$ cat config.mk
export PLATFORM = sky130hd
export DESIGN_NAME = move_sort_sequencer_flat
export DESIGN_NICKNAME = d
export VERILOG_FILES = /design/src/rtl/move_sort_sequencer_if.sv /design/src/rtl/move_sort_sequencer.sv /design/src/flat_wrapper.sv
export SDC_FILE = /design/constraint.sdc
export NUM_CORES = 1
export LEC_CHECK = 0
export ABC_AREA = 1
export CORE_MARGIN = 2
export CORE_UTILIZATION = 47
export DETAILED_ROUTE_END_ITERATION = 10
export PLACE_DENSITY = 0.75
export SETUP_SLACK_MARGIN = 0.3
export SKIP_LAST_GASP = 1
export SLEW_MARGIN = 25
export SYNTH_ARGS = -nofsm -noshare
export SYNTH_HDL_FRONTEND = slang
export SYNTH_SLANG_ARGS = --single-unit
$ cat constraint.sdc
create_clock -name clk -period 2.1 [get_ports clk]
set_clock_uncertainty 0.2 [all_clocks]
set_input_delay 0.42 -clock clk [delete_from_list [all_inputs] [get_ports clk]]
set_output_delay 0.42 -clock clk [all_outputs]
set_load 0.02 [all_outputs]
$ cat src/rtl/move_sort_sequencer_if.sv
// Generator-in / sorted-move-out streams of the move sort sequencer.
// master = sequencer side, slave = producer/consumer side.
interface move_sort_sequencer_if #(
    parameter int W = 16
);
    logic         gen_valid;
    logic [W-1:0] gen_data;
    logic         gen_last;
    logic         gen_end_empty;
    logic         gen_ready;
    logic         mv_valid;
    logic [W-1:0] mv_data;
    logic         mv_last;
    logic         mv_ready;

    modport master (
        input  gen_valid, gen_data, gen_last, gen_end_empty, mv_ready,
        output gen_ready, mv_valid, mv_data, mv_last
    );

    modport slave (
        output gen_valid, gen_data, gen_last, gen_end_empty, mv_ready,
        input  gen_ready, mv_valid, mv_data, mv_last
    );
endinterface

$ cat src/rtl/move_sort_sequencer.sv
// Per-node sequencer around move_sort: load list, sort, stream sorted moves, release sorter.
`ifndef MAX_POSITIONS
`define MAX_POSITIONS 64
`endif

module move_sort_sequencer #(
    parameter int RAM_WIDTH          = 16,
    parameter int MAX_POSITIONS_LOG2 = $clog2(`MAX_POSITIONS),
    parameter int RD_LATENCY         = 2,
    parameter int OBUF_DEPTH         = 4
) (
    input  logic                          clk,
    input  logic                          reset_n,
    input  logic                          list_start,
    input  logic                          list_white_to_move,
    move_sort_sequencer_if.master         io,
    output logic [MAX_POSITIONS_LOG2:0]   move_count,
    output logic                          overflow,
    output logic                          busy,
    output logic                          list_done,
    output logic                          sort_start,
    output logic                          sort_clear,
    output logic                          white_to_move,
    output logic                          ram_wr_addr_init,
    output logic                          ram_wr,
    output logic [RAM_WIDTH-1:0]          ram_wr_data,
    output logic [MAX_POSITIONS_LOG2-1:0] ram_rd_addr,
    input  logic [RAM_WIDTH-1:0]          ram_rd_data,
    input  logic [MAX_POSITIONS_LOG2-1:0] ram_wr_addr,
    input  logic                          sort_complete
);
    localparam int AW = MAX_POSITIONS_LOG2;
    localparam int PW = (OBUF_DEPTH > 1) ? $clog2(OBUF_DEPTH) : 1;
    localparam int OW = $clog2(OBUF_DEPTH + 1);
    localparam logic [AW:0] CAP = {1'b0, {AW{1'b1}}};

    typedef enum logic [3:0] {
        S_IDLE, S_RECOVER, S_RECOVER_WAIT, S_LOAD, S_SETTLE,
        S_KICK, S_WAIT, S_DRAIN, S_CLEAR, S_CLEAR_WAIT
    } state_t;

    state_t state, state_nx;

    logic [AW:0]           count, rd_addr, pop_cnt;
    logic [RAM_WIDTH-1:0]  obuf [OBUF_DEPTH];
    logic [PW-1:0]         wptr, rptr;
    logic [OW-1:0]         occ, in_flight;
    logic [RD_LATENCY:1]   vld_q;
    logic [RD_LATENCY:0]   vld_pipe;
    logic                  accept, rd_issue, push, pop;

    // The SETTLE cycle absorbs the sorter's write-pointer update, so its value is not consumed here.
    logic unused_wr_addr;
    assign unused_wr_addr = ^ram_wr_addr;

    function automatic logic [PW-1:0] nxt(input logic [PW-1:0] p);
        return (p == PW'(OBUF_DEPTH - 1)) ? '0 : p + 1'b1;
    endfunction

    assign accept      = (state == S_LOAD) && io.gen_valid;
    assign ram_wr      = accept && (count < CAP);
    assign ram_wr_data = ram_wr ? io.gen_data : '0;
    assign io.gen_ready = (state == S_LOAD);
    assign busy        = (state != S_IDLE);
    assign move_count  = count;
    assign ram_rd_addr = (state == S_DRAIN) ? rd_addr[AW-1:0] : '0;

    // Reads are throttled so every issued read has a guaranteed buffer slot on landing.
    always_comb begin
        in_flight = '0;
        for (int i = 1; i <= RD_LATENCY; i++) in_flight = in_flight + OW'(vld_pipe[i]);
    end

    assign rd_issue = (state == S_DRAIN) && (rd_addr < count) &&
                      (({1'b0, occ} + {1'b0, in_flight}) < (OW+1)'(OBUF_DEPTH));
    assign vld_pipe = {vld_q, rd_issue};
    assign push     = vld_pipe[RD_LATENCY];

    assign io.mv_valid = (occ != '0);
    assign io.mv_data  = io.mv_valid ? obuf[rptr] : '0;
    assign io.mv_last  = io.mv_valid && (pop_cnt == count - 1'b1);
    assign pop         = io.mv_valid && io.mv_ready;

    always_ff @(posedge clk or negedge reset_n) begin
        if (!reset_n) begin
            state         <= S_IDLE;
            count         <= '0;
            overflow      <= 1'b0;
            white_to_move <= 1'b0;
        end else begin
            state <= state_nx;
            if (state == S_IDLE && state_nx == S_LOAD) begin
                count         <= '0;
                overflow      <= 1'b0;
                white_to_move <= list_white_to_move;
            end else if (accept) begin
                if (count < CAP) count <= count + 1'b1;
                else             overflow <= 1'b1;
            end
        end
    end

    always_ff @(posedge clk or negedge reset_n) begin
        if (!reset_n) begin
            rd_addr <= '0;
            pop_cnt <= '0;
            wptr    <= '0;
            rptr    <= '0;
            occ     <= '0;
            vld_q   <= '0;
        end else if (state != S_DRAIN) begin
            rd_addr <= '0;
            pop_cnt <= '0;
            wptr    <= '0;
            rptr    <= '0;
            occ     <= '0;
            vld_q   <= '0;
        end else begin
            vld_q <= vld_pipe[RD_LATENCY-1:0];
            if (rd_issue) rd_addr <= rd_addr + 1'b1;
            if (push)     wptr <= nxt(wptr);
            if (pop) begin
                rptr    <= nxt(rptr);
                pop_cnt <= pop_cnt + 1'b1;
            end
            occ <= occ + OW'(push) - OW'(pop);
        end
    end

    always_ff @(posedge clk) begin
        if (push) obuf[wptr] <= ram_rd_data;
    end

    always_comb begin
        state_nx         = state;
        ram_wr_addr_init = 1'b0;
        sort_start       = 1'b0;
        sort_clear       = 1'b0;
        list_done        = 1'b0;
        case (state)
            // A sorter left complete (e.g. reset mid-sort) is released before any new list.
            S_IDLE: begin
                if (sort_complete) state_nx = S_RECOVER;
                else if (list_start) begin
                    ram_wr_addr_init = 1'b1;
                    state_nx         = S_LOAD;
                end
            end
            S_RECOVER: begin
                sort_clear = 1'b1;
                state_nx   = S_RECOVER_WAIT;
            end
            S_RECOVER_WAIT: if (!sort_complete) state_nx = S_IDLE;
            S_LOAD: if ((io.gen_valid && io.gen_last) || io.gen_end_empty) state_nx = S_SETTLE;
            S_SETTLE: state_nx = S_KICK;
            S_KICK: begin
                sort_start = 1'b1;
                state_nx   = S_WAIT;
            end
            S_WAIT: if (sort_complete) state_nx = S_DRAIN;
            S_DRAIN: if (count == '0 || (pop && io.mv_last)) state_nx = S_CLEAR;
            S_CLEAR: begin
                sort_clear = 1'b1;
                state_nx   = S_CLEAR_WAIT;
            end
            S_CLEAR_WAIT: begin
                if (!sort_complete) begin
                    list_done = 1'b1;
                    state_nx  = S_IDLE;
                end
            end
            default: state_nx = S_IDLE;
        endcase
    end
endmodule

$ cat src/flat_wrapper.sv
// flat-port wrapper written by rule: the top's interface ports become plain ports
module move_sort_sequencer_flat 
#(
    parameter int RAM_WIDTH          = 16,
    parameter int MAX_POSITIONS_LOG2 = $clog2(`MAX_POSITIONS),
    parameter int RD_LATENCY         = 2,
    parameter int OBUF_DEPTH         = 4
)
  (clk, reset_n, list_start, list_white_to_move, move_count, overflow, busy, list_done, sort_start, sort_clear, white_to_move, ram_wr_addr_init, ram_wr, ram_wr_data, ram_rd_addr, ram_rd_data, ram_wr_addr, sort_complete, io_gen_valid, io_gen_data, io_gen_last, io_gen_end_empty, io_mv_ready, io_gen_ready, io_mv_valid, io_mv_data, io_mv_last);
  move_sort_sequencer_if #(.W((16))) io_i ();
  input  logic clk;
  input  logic reset_n;
  input  logic list_start;
  input  logic list_white_to_move;
  output logic [MAX_POSITIONS_LOG2:0] move_count;
  output logic overflow;
  output logic busy;
  output logic list_done;
  output logic sort_start;
  output logic sort_clear;
  output logic white_to_move;
  output logic ram_wr_addr_init;
  output logic ram_wr;
  output logic [RAM_WIDTH-1:0] ram_wr_data;
  output logic [MAX_POSITIONS_LOG2-1:0] ram_rd_addr;
  input  logic [RAM_WIDTH-1:0] ram_rd_data;
  input  logic [MAX_POSITIONS_LOG2-1:0] ram_wr_addr;
  input  logic sort_complete;
  input wire logic [$bits(io_i.gen_valid)-1:0] io_gen_valid;
  input wire logic [$bits(io_i.gen_data)-1:0] io_gen_data;
  input wire logic [$bits(io_i.gen_last)-1:0] io_gen_last;
  input wire logic [$bits(io_i.gen_end_empty)-1:0] io_gen_end_empty;
  input wire logic [$bits(io_i.mv_ready)-1:0] io_mv_ready;
  output wire logic [$bits(io_i.gen_ready)-1:0] io_gen_ready;
  output wire logic [$bits(io_i.mv_valid)-1:0] io_mv_valid;
  output wire logic [$bits(io_i.mv_data)-1:0] io_mv_data;
  output wire logic [$bits(io_i.mv_last)-1:0] io_mv_last;
  assign io_i.gen_valid = io_gen_valid;
  assign io_i.gen_data = io_gen_data;
  assign io_i.gen_last = io_gen_last;
  assign io_i.gen_end_empty = io_gen_end_empty;
  assign io_i.mv_ready = io_mv_ready;
  assign io_gen_ready = io_i.gen_ready;
  assign io_mv_valid = io_i.mv_valid;
  assign io_mv_data = io_i.mv_data;
  assign io_mv_last = io_i.mv_last;
  move_sort_sequencer #(.RAM_WIDTH(RAM_WIDTH), .MAX_POSITIONS_LOG2(MAX_POSITIONS_LOG2), .RD_LATENCY(RD_LATENCY), .OBUF_DEPTH(OBUF_DEPTH)) u_core (.clk(clk), .reset_n(reset_n), .list_start(list_start), .list_white_to_move(list_white_to_move), .io(io_i), .move_count(move_count), .overflow(overflow), .busy(busy), .list_done(list_done), .sort_start(sort_start), .sort_clear(sort_clear), .white_to_move(white_to_move), .ram_wr_addr_init(ram_wr_addr_init), .ram_wr(ram_wr), .ram_wr_data(ram_wr_data), .ram_rd_addr(ram_rd_addr), .ram_rd_data(ram_rd_data), .ram_wr_addr(ram_wr_addr), .sort_complete(sort_complete));
endmodule
==> flow_summary_export.csv, run 1 <==
group,metric,value,unit
power_and_ir_drop,p_leak,3.66,nW
floorplanning,rows,38,
logic_synthesis,synth_top_area_share,36.9,%
timing,rsz0062_at_grt,"yes",
floorplanning,core,10800,sq um
cts,cts.root.buffer_cell,"clkbuf_8",
power_and_ir_drop,power_switching,2.31,mW
final_layout,finalNonFillerCells,937,
detailed_routing,via_count,5113,
logic_synthesis,async_reset_ff_share,36.0,%
status,violations,"negative setup slack",
logic_synthesis,synth_area,5210,sq um
critical_path,cp.required,1.48,ns
final_layout,area_growth,62.4,%
cts,clockBufferDepth,2,
logic_synthesis,avgSynthCellArea,9.11,sq um
critical_path,worstPathMaxFanout,5,
critical_path,crit_arrival,2.05,ns
cts,htree_levels,3,
job,drv_cap,0,
detailed_routing,antenna_violating_nets_post_route,0,
detailed_routing,met3_length,1060,microns
timing,worst_slack,-0.572,ns
grt,grt.overflow.total,0,
final_layout,multi_input_area,2640,sq um
placement,place_area,7070,sq um
final_layout,n_antenna_cell,0,
timing,period_minus_slack,2.67,ns
grt,grt_pass1_vias,4789,
power_and_ir_drop,p_comb_share,44.1,%
placement,dp_hpwl,9350,microns
logic_synthesis,synth_edf_count,64,
timing,tns,-12.84,ns
critical_path,crit_type,"reg2out",
cts,clk_pin_slew,0.09,ns
critical_path,startpoint_type,"flop",
grt,grt_max_degree,37,
logic_synthesis,ys_warn_count,0,
power_and_ir_drop,internal_power,4.07,mW
power_and_ir_drop,p_clk_share,19.7,%
detailed_routing,drtPass1Iterations,5,
power_and_ir_drop,p_seq_share,36.2,%
timing,fmax,0.374,GHz
logic_synthesis,synth_fp_nets,640,
floorplanning,die_w,109,microns
detailed_routing,routed_via_density,5.46,
placement,place.gp.congestion,0.898,
final_layout,regArea,2840,sq um
logic_synthesis,synth_seq_area_share,54.1,%
final_layout,drive_gt1_share,45.2,%
power_and_ir_drop,ir_drop,668,uV
logic_synthesis,ys_ff_latch,100,
power_and_ir_drop,p_per_area,753,nW/um^2
cts,cts_tree,"yes",
status,run_status,"finished, violations left",
grt,grt_first_pass_wirelength,22100,microns
logic_synthesis,yosysUniqueCellTypes,39,
final_layout,design_area,8470,sq um
floorplanning,io_pins,103,
placement,pre_cts_ws,-0.515,ns
detailed_routing,drcViolationCount,0,
floorplanning,dieArea,12000,sq um
timing,finalHoldViolCount,0,
detailed_routing,dr.max_layer_used,"met4",
detailed_routing,wl_met1,6140,microns
detailed_routing,wl_met2,8970,microns
critical_path,critPathCaptureType,"primary output",
cts,worstSkewPairLatency,0.38,ns
cts,hold_buffers,0,
cts,cts_buffers,9,
cts,cts_num_sinks,100,
placement,port_buffers,96,
floorplanning,initial_utilization,48.1,%
timing,finalCritPeriodShare,127,%
timing,slew_headroom,67.6,%
worst_hold_path,hp-class,"in2async",
detailed_routing,totalWireLength,16700,microns
detailed_routing,drt_iter0_drc,377,
logic_synthesis,yosysMostFrequentCell,"nor2_1",
power_and_ir_drop,switching_share,36.3,%
logic_synthesis,synth_ff_type,"edfxtp_1",
logic_synthesis,synth_largest_area_cell,"edfxtp_1",
floorplanning,die_h,109,microns
logic_synthesis,synthTopCellsByCount,"nor2_1 (115), nand2_1 (81), inv_1 (66)",
timing,slew_viol_final,0,
logic_synthesis,yosys-top-cells-area,"edfxtp_1 (37%), dfrtp_1 (17%), nor2_1 (8.3%), nand2_1 (5.8%), ha_1 (4.8%)",
detailed_routing,wl_per_cell,17.9,microns
grt,antenna_found_initial,0,
final_layout,nets,860,
timing,setup_viol,50,
placement,dp_cells,863,
final_layout,final.fill_count,599,
critical_path,reg2reg_depth,14,
final_layout,fin_util,78.1,%
grt,grt_util_all_layers,24.0,%
logic_synthesis,syn_inst,572,
timing,worst_pin_slew,0.486,ns
## cell type report
cell class	instances	area share, %
clock buffer	11	1.55
timing repair inverter	1	0.192
tap	140	2.07
clock inverter	5	0.709
sequential	100	33.5
multi-input combinational	378	31.2
inverter	76	3.92
timing repair buffer	226	26.8
## timing repair
| action | 4_1_cts | 5_1_grt |
|---|---|---|
| gates cloned | 2 | 2 |
| pin swaps | 16 | 56 |
| resized for setup | 376 | 161 |
| setup endpoints to repair | 76 | 91 |
| setup buffers | 28 | 26 |
| hold endpoints to repair | 0 | 0 |
## per-layer routing
layer | up-vias | GRT usage, %
met3 | 58 | 3.32
met2 | 244 | 43.2
met4 | 0 | 10.9
met5 | - | 0
met1 | 2505 | 28.3
li1 | 2306 | -
## sequential cells by signal (all words and copies together), names as in the netlist
register,cells
u_core.wptr,2
u_core.pop_cnt,7
u_core.occ,3
u_core.move_count,7
u_core.overflow,1
u_core.state,4
u_core.rptr,2
u_core.vld_q,2
u_core.obuf,64
u_core.white_to_move,1
u_core.rd_addr,7
## critical path, stage by stage, from the launching register on
cell	delay (ns)
dfrtp_2	0.43
inv_2	0.10
ha_4	0.17
nand2_1	0.09
nor2_2	0.10
nand2_1	0.09
nand2_1	0.09
nand2_1	0.10
nor4_4	0.31
buf_4	0.19
## per-stage QoR
step                hold WS (ns)  power, mW
floorplan                -0.0756       3.43
global placement           0.255       4.22
detailed placement         0.266       4.29
finish                     0.257       6.38
CTS                        0.275       5.92
global route               0.305       6.61
## power groups by stage
stage	Combinational (mW)	Clock [mW]	Sequential (mW)
6_report	2.81	1.26	2.31
5_1_grt	2.97	1.33	2.31
4_1_cts	2.39	1.24	2.30
3_5_place_dp	1.96	0	2.33
3_3_place_gp	1.90	0	2.32
2_1_floorplan	1.06	0	2.38
## path summary, 6_finish.rpt
check,endpoint,startpoint,slack (ns)
worst min-delay path,u_core.rd_addr[1]$_DFFE_PN0P_,reset_n,0.26
worst max register to register,u_core.move_count[3]$_DFFE_PN0P_,u_core.move_count[1]$_DFFE_PN0P_,-0.11
worst min register to register,u_core.white_to_move$_DFFE_PN0N_,u_core.white_to_move$_DFFE_PN0N_,0.28
min in group clk,u_core.white_to_move$_DFFE_PN0N_,u_core.white_to_move$_DFFE_PN0N_,0.28
worst max-delay path,io_mv_last,u_core.move_count[0]$_DFFE_PN0P_,-0.57
max in group asynchronous,u_core.state[0]$_DFF_PN0_,reset_n,1.06
## logic make-up after synthesis
kind of cell               after synthesis  share of synthesized area [%]
AOI/OAI and AO/OA                       87                           8.83
buffers and inverters                   94                           7.32
adders and majority gates               21                           5.18
DFF                                    100                           54.1
and+or+nand+nor                        260                           22.8
xor gates and xnor gates                10                           1.68
## placed cells by master, fill, tap and decap left out, drive strengths merged, types with 3 or more instances in the layout
cell,synthesis,final
buf,7,182
nor2,131,131
nand2,87,87
inv,75,77
edfxtp,64,64
o21ai,45,45
clkdlybuf4s50,0,40
dfrtp,36,36
a21oi,34,34
nand3,27,27
ha,20,20
clkbuf,11,12
nor3,7,7
xor2,6,6
nand4,6,6
xnor2,4,4
dlygate4sd2,0,3
clkinv,1,3
No activity file was read; power rests on OpenSTA's default activity.
==> run 2: changes to the inputs <==
- CTS_CLUSTER_DIAMETER: unset -> 80
- REMOVE_ABC_BUFFERS: unset -> 1
==> run 2 against run 1 <==
Against the previous run: the flow still finishes with violations (negative setup slack); setup slack better by 0.012 ns; global-route usage is 0.47 points higher; first-iteration DRC count is 1.6% lower; non-clock buffer count is 8 lower; sequential power is 2% lower; cell count is 0.75% lower; flip-flop and latch count stayed put; register-to-register slack hardly changed.
==> flow_summary_export.csv, run 2 (same netlist as run 1, synthesis figures left out) <==
group,metric,value,unit
cts,cts.root.buffer_cell,"clkbuf_8",
floorplanning,io_pins,103,
cts,cts_tree,"yes",
cts,clk_pin_slew,0.12,ns
critical_path,worst_path_max_delay_cell,"dfrtp_1",
power_and_ir_drop,p_leak,3.65,nW
grt,grt_util_all_layers,24.4,%
critical_path,reg2reg_to,"u_core.occ[1]$_DFF_PN0_",
critical_path,startpoint_type,"flop",
cts,cts_num_sinks,100,
detailed_routing,drt_iter0_drc,371,
critical_path,critPathCaptureType,"primary output",
power_and_ir_drop,p_seq_share,34.8,%
final_layout,mostFrequentLayoutCell,"buf_4",
power_and_ir_drop,p_per_area,788,nW/um^2
detailed_routing,totalWireLength,16600,microns
final_layout,largest_register,"u_core.obuf",
critical_path,reg2reg_depth,11,
placement,place_area,6860,sq um
placement,dp_hpwl,8890,microns
timing,fmax,0.376,GHz
floorplanning,die_w,109,microns
critical_path,crit_arrival,2.04,ns
cts,htree_levels,3,
detailed_routing,drtPass1Iterations,5,
floorplanning,initial_utilization,48.1,%
grt,grt_pass1_vias,4739,
final_layout,design_area,8280,sq um
power_and_ir_drop,power_switching,2.37,mW
grt,grt_max_degree,37,
job,drv_cap,0,
final_layout,final.fill_count,652,
status,violations,"negative setup slack",
final_layout,final_cell_mix,"buf_4 (84), buf_6 (80), nor2_1 (75)",
critical_path,crit_top_cell,"nand2_1",
timing,period_minus_slack,2.66,ns
power_and_ir_drop,switching_share,36.3,%
power_and_ir_drop,internal_power,4.16,mW
detailed_routing,drcViolationCount,0,
worst_hold_path,hp-class,"in2async",
cts,cts_buffers,9,
final_layout,regArea,2830,sq um
critical_path,rr_startpoint,"u_core.occ[1]$_DFF_PN0_",
critical_path,crit_path_cell_trace,"inv_2 > ha_4 > nand2_1 > nor2_2 > nand2_1 > nand2_1 > nand2_2 > nor4_4 > buf_4",
power_and_ir_drop,power.total,6.53,mW
critical_path,worstPathMaxFanout,4,
timing,tns,-11.67,ns
final_layout,nets,853,
power_and_ir_drop,p_comb_share,43.5,%
timing,worst_pin_slew,0.501,ns
final_layout,area_growth,58.9,%
critical_path,cp.required,1.48,ns
final_layout,largest_reg_flops,64,
detailed_routing,via_count,5020,
grt,antenna_found_initial,0,
cts,clockBufferDepth,2,
timing,worst_slack,-0.560,ns
placement,port_buffers,96,
status,run_status,"finished, violations left",
detailed_routing,wl_per_cell,17.8,microns
timing,setup_viol,55,
power_and_ir_drop,ir_drop,511,uV
critical_path,cp_slowest_stage_delay,0.45,ns
timing,rsz0062_at_grt,"yes",
final_layout,multi_input_area,2570,sq um
floorplanning,core,10800,sq um
timing,slew_headroom,66.6,%
power_and_ir_drop,p_clk_share,21.7,%
final_layout,drive_gt1_share,41.9,%
critical_path,reg2reg_slack,-0.12,ns
critical_path,crit_type,"reg2out",
cts,worstSkewPairLatency,0.37,ns
timing,finalCritPeriodShare,127,%
grt,grt.overflow.total,0,
detailed_routing,routed_via_density,5.40,
floorplanning,die_h,109,microns
grt,grt_first_pass_wirelength,22400,microns
final_layout,n_antenna_cell,0,
critical_path,cp-startpoint,"u_core.move_count[0]$_DFFE_PN0P_",
timing,slew_viol_final,0,
timing,finalHoldViolCount,0,
placement,place.gp.congestion,0.843,
floorplanning,dieArea,12000,sq um
floorplanning,rows,38,
detailed_routing,antenna_violating_nets_post_route,0,
[run 2: how the worst max path moves through the flow]
stage,cells past startpoint,slack [ns],endpoint
3_3_place_gp,10,-0.62,io_mv_last
5_1_grt,9,-0.61,io_mv_last
6_report,9,-0.56,io_mv_last
2_1_floorplan,9,-0.57,io_mv_last
3_5_place_dp,10,-0.64,io_mv_last
4_1_cts,10,-0.39,io_mv_last
[run 2: worst max-delay path, delay by kind of cell, from the launching register on]
family / cells / cell delay (ns)
flip-flops: 1 / 0.45
adder cells (fa/ha/maj): 1 / 0.16
buffers and inverters: 2 / 0.30
AND/OR/NAND/NOR: 6 / 0.76
[run 2: metrics by stage]
| stage | worst slack [ns] | instances | util (%) | hold WS (ns) |
|---|---|---|---|---|
| 3_5_place_dp | -0.643 | 863 | 63.3 | 0.275 |
| 2_1_floorplan | -0.570 | 554 | - | -0.0756 |
| 5_1_grt | -0.609 | 930 | 76.4 | 0.327 |
| 6_report | -0.560 | 930 | 76.4 | 0.252 |
| 3_3_place_gp | -0.623 | 863 | 63.3 | 0.262 |
| 4_1_cts | -0.389 | 907 | 70.5 | 0.281 |
[run 2: area by class of cell]
| cell class | instances | area share (%) |
|---|---|---|
| well taps | 140 | 2.11 |
| clock buffers | 10 | 1.54 |
| flip-flops and latches | 100 | 34.1 |
| repair inverters | 2 | 0.302 |
| multi-input cells | 378 | 31.0 |
| clock inverters | 6 | 1.18 |
| inverters | 76 | 3.93 |
| repair buffers | 218 | 25.8 |
[run 2: routing by layer]
| layer | GRT usage (%) | part of all wire (%) | vias to the layer above |
|---|---|---|---|
| met3 | 4.09 | 5.3 | 76 |
| met1 | 28.3 | 37 | 2402 |
| met4 | 8.50 | 4.7 | 0 |
| li1 | - | - | 2298 |
| met2 | 45.4 | 53 | 244 |
| met5 | 0 | 0 | - |
[run 2: power by group through the flow]
stage	clock network [mW]	registers [mW]	logic [mW]
after floorplan	0	2.38	0.913
after global placement	0	2.30	1.77
after detailed placement	0	2.30	1.82
after CTS	1.40	2.25	2.28
after global routing	1.49	2.28	3.00
final	1.42	2.27	2.84
[run 2: what timing repair did]
action	in CTS	in global routing
pin swaps	52	49
cloned	2	3
setup endpoints to repair	74	82
hold buffers	0	0
resized for setup	413	154
buffers inserted	26	20
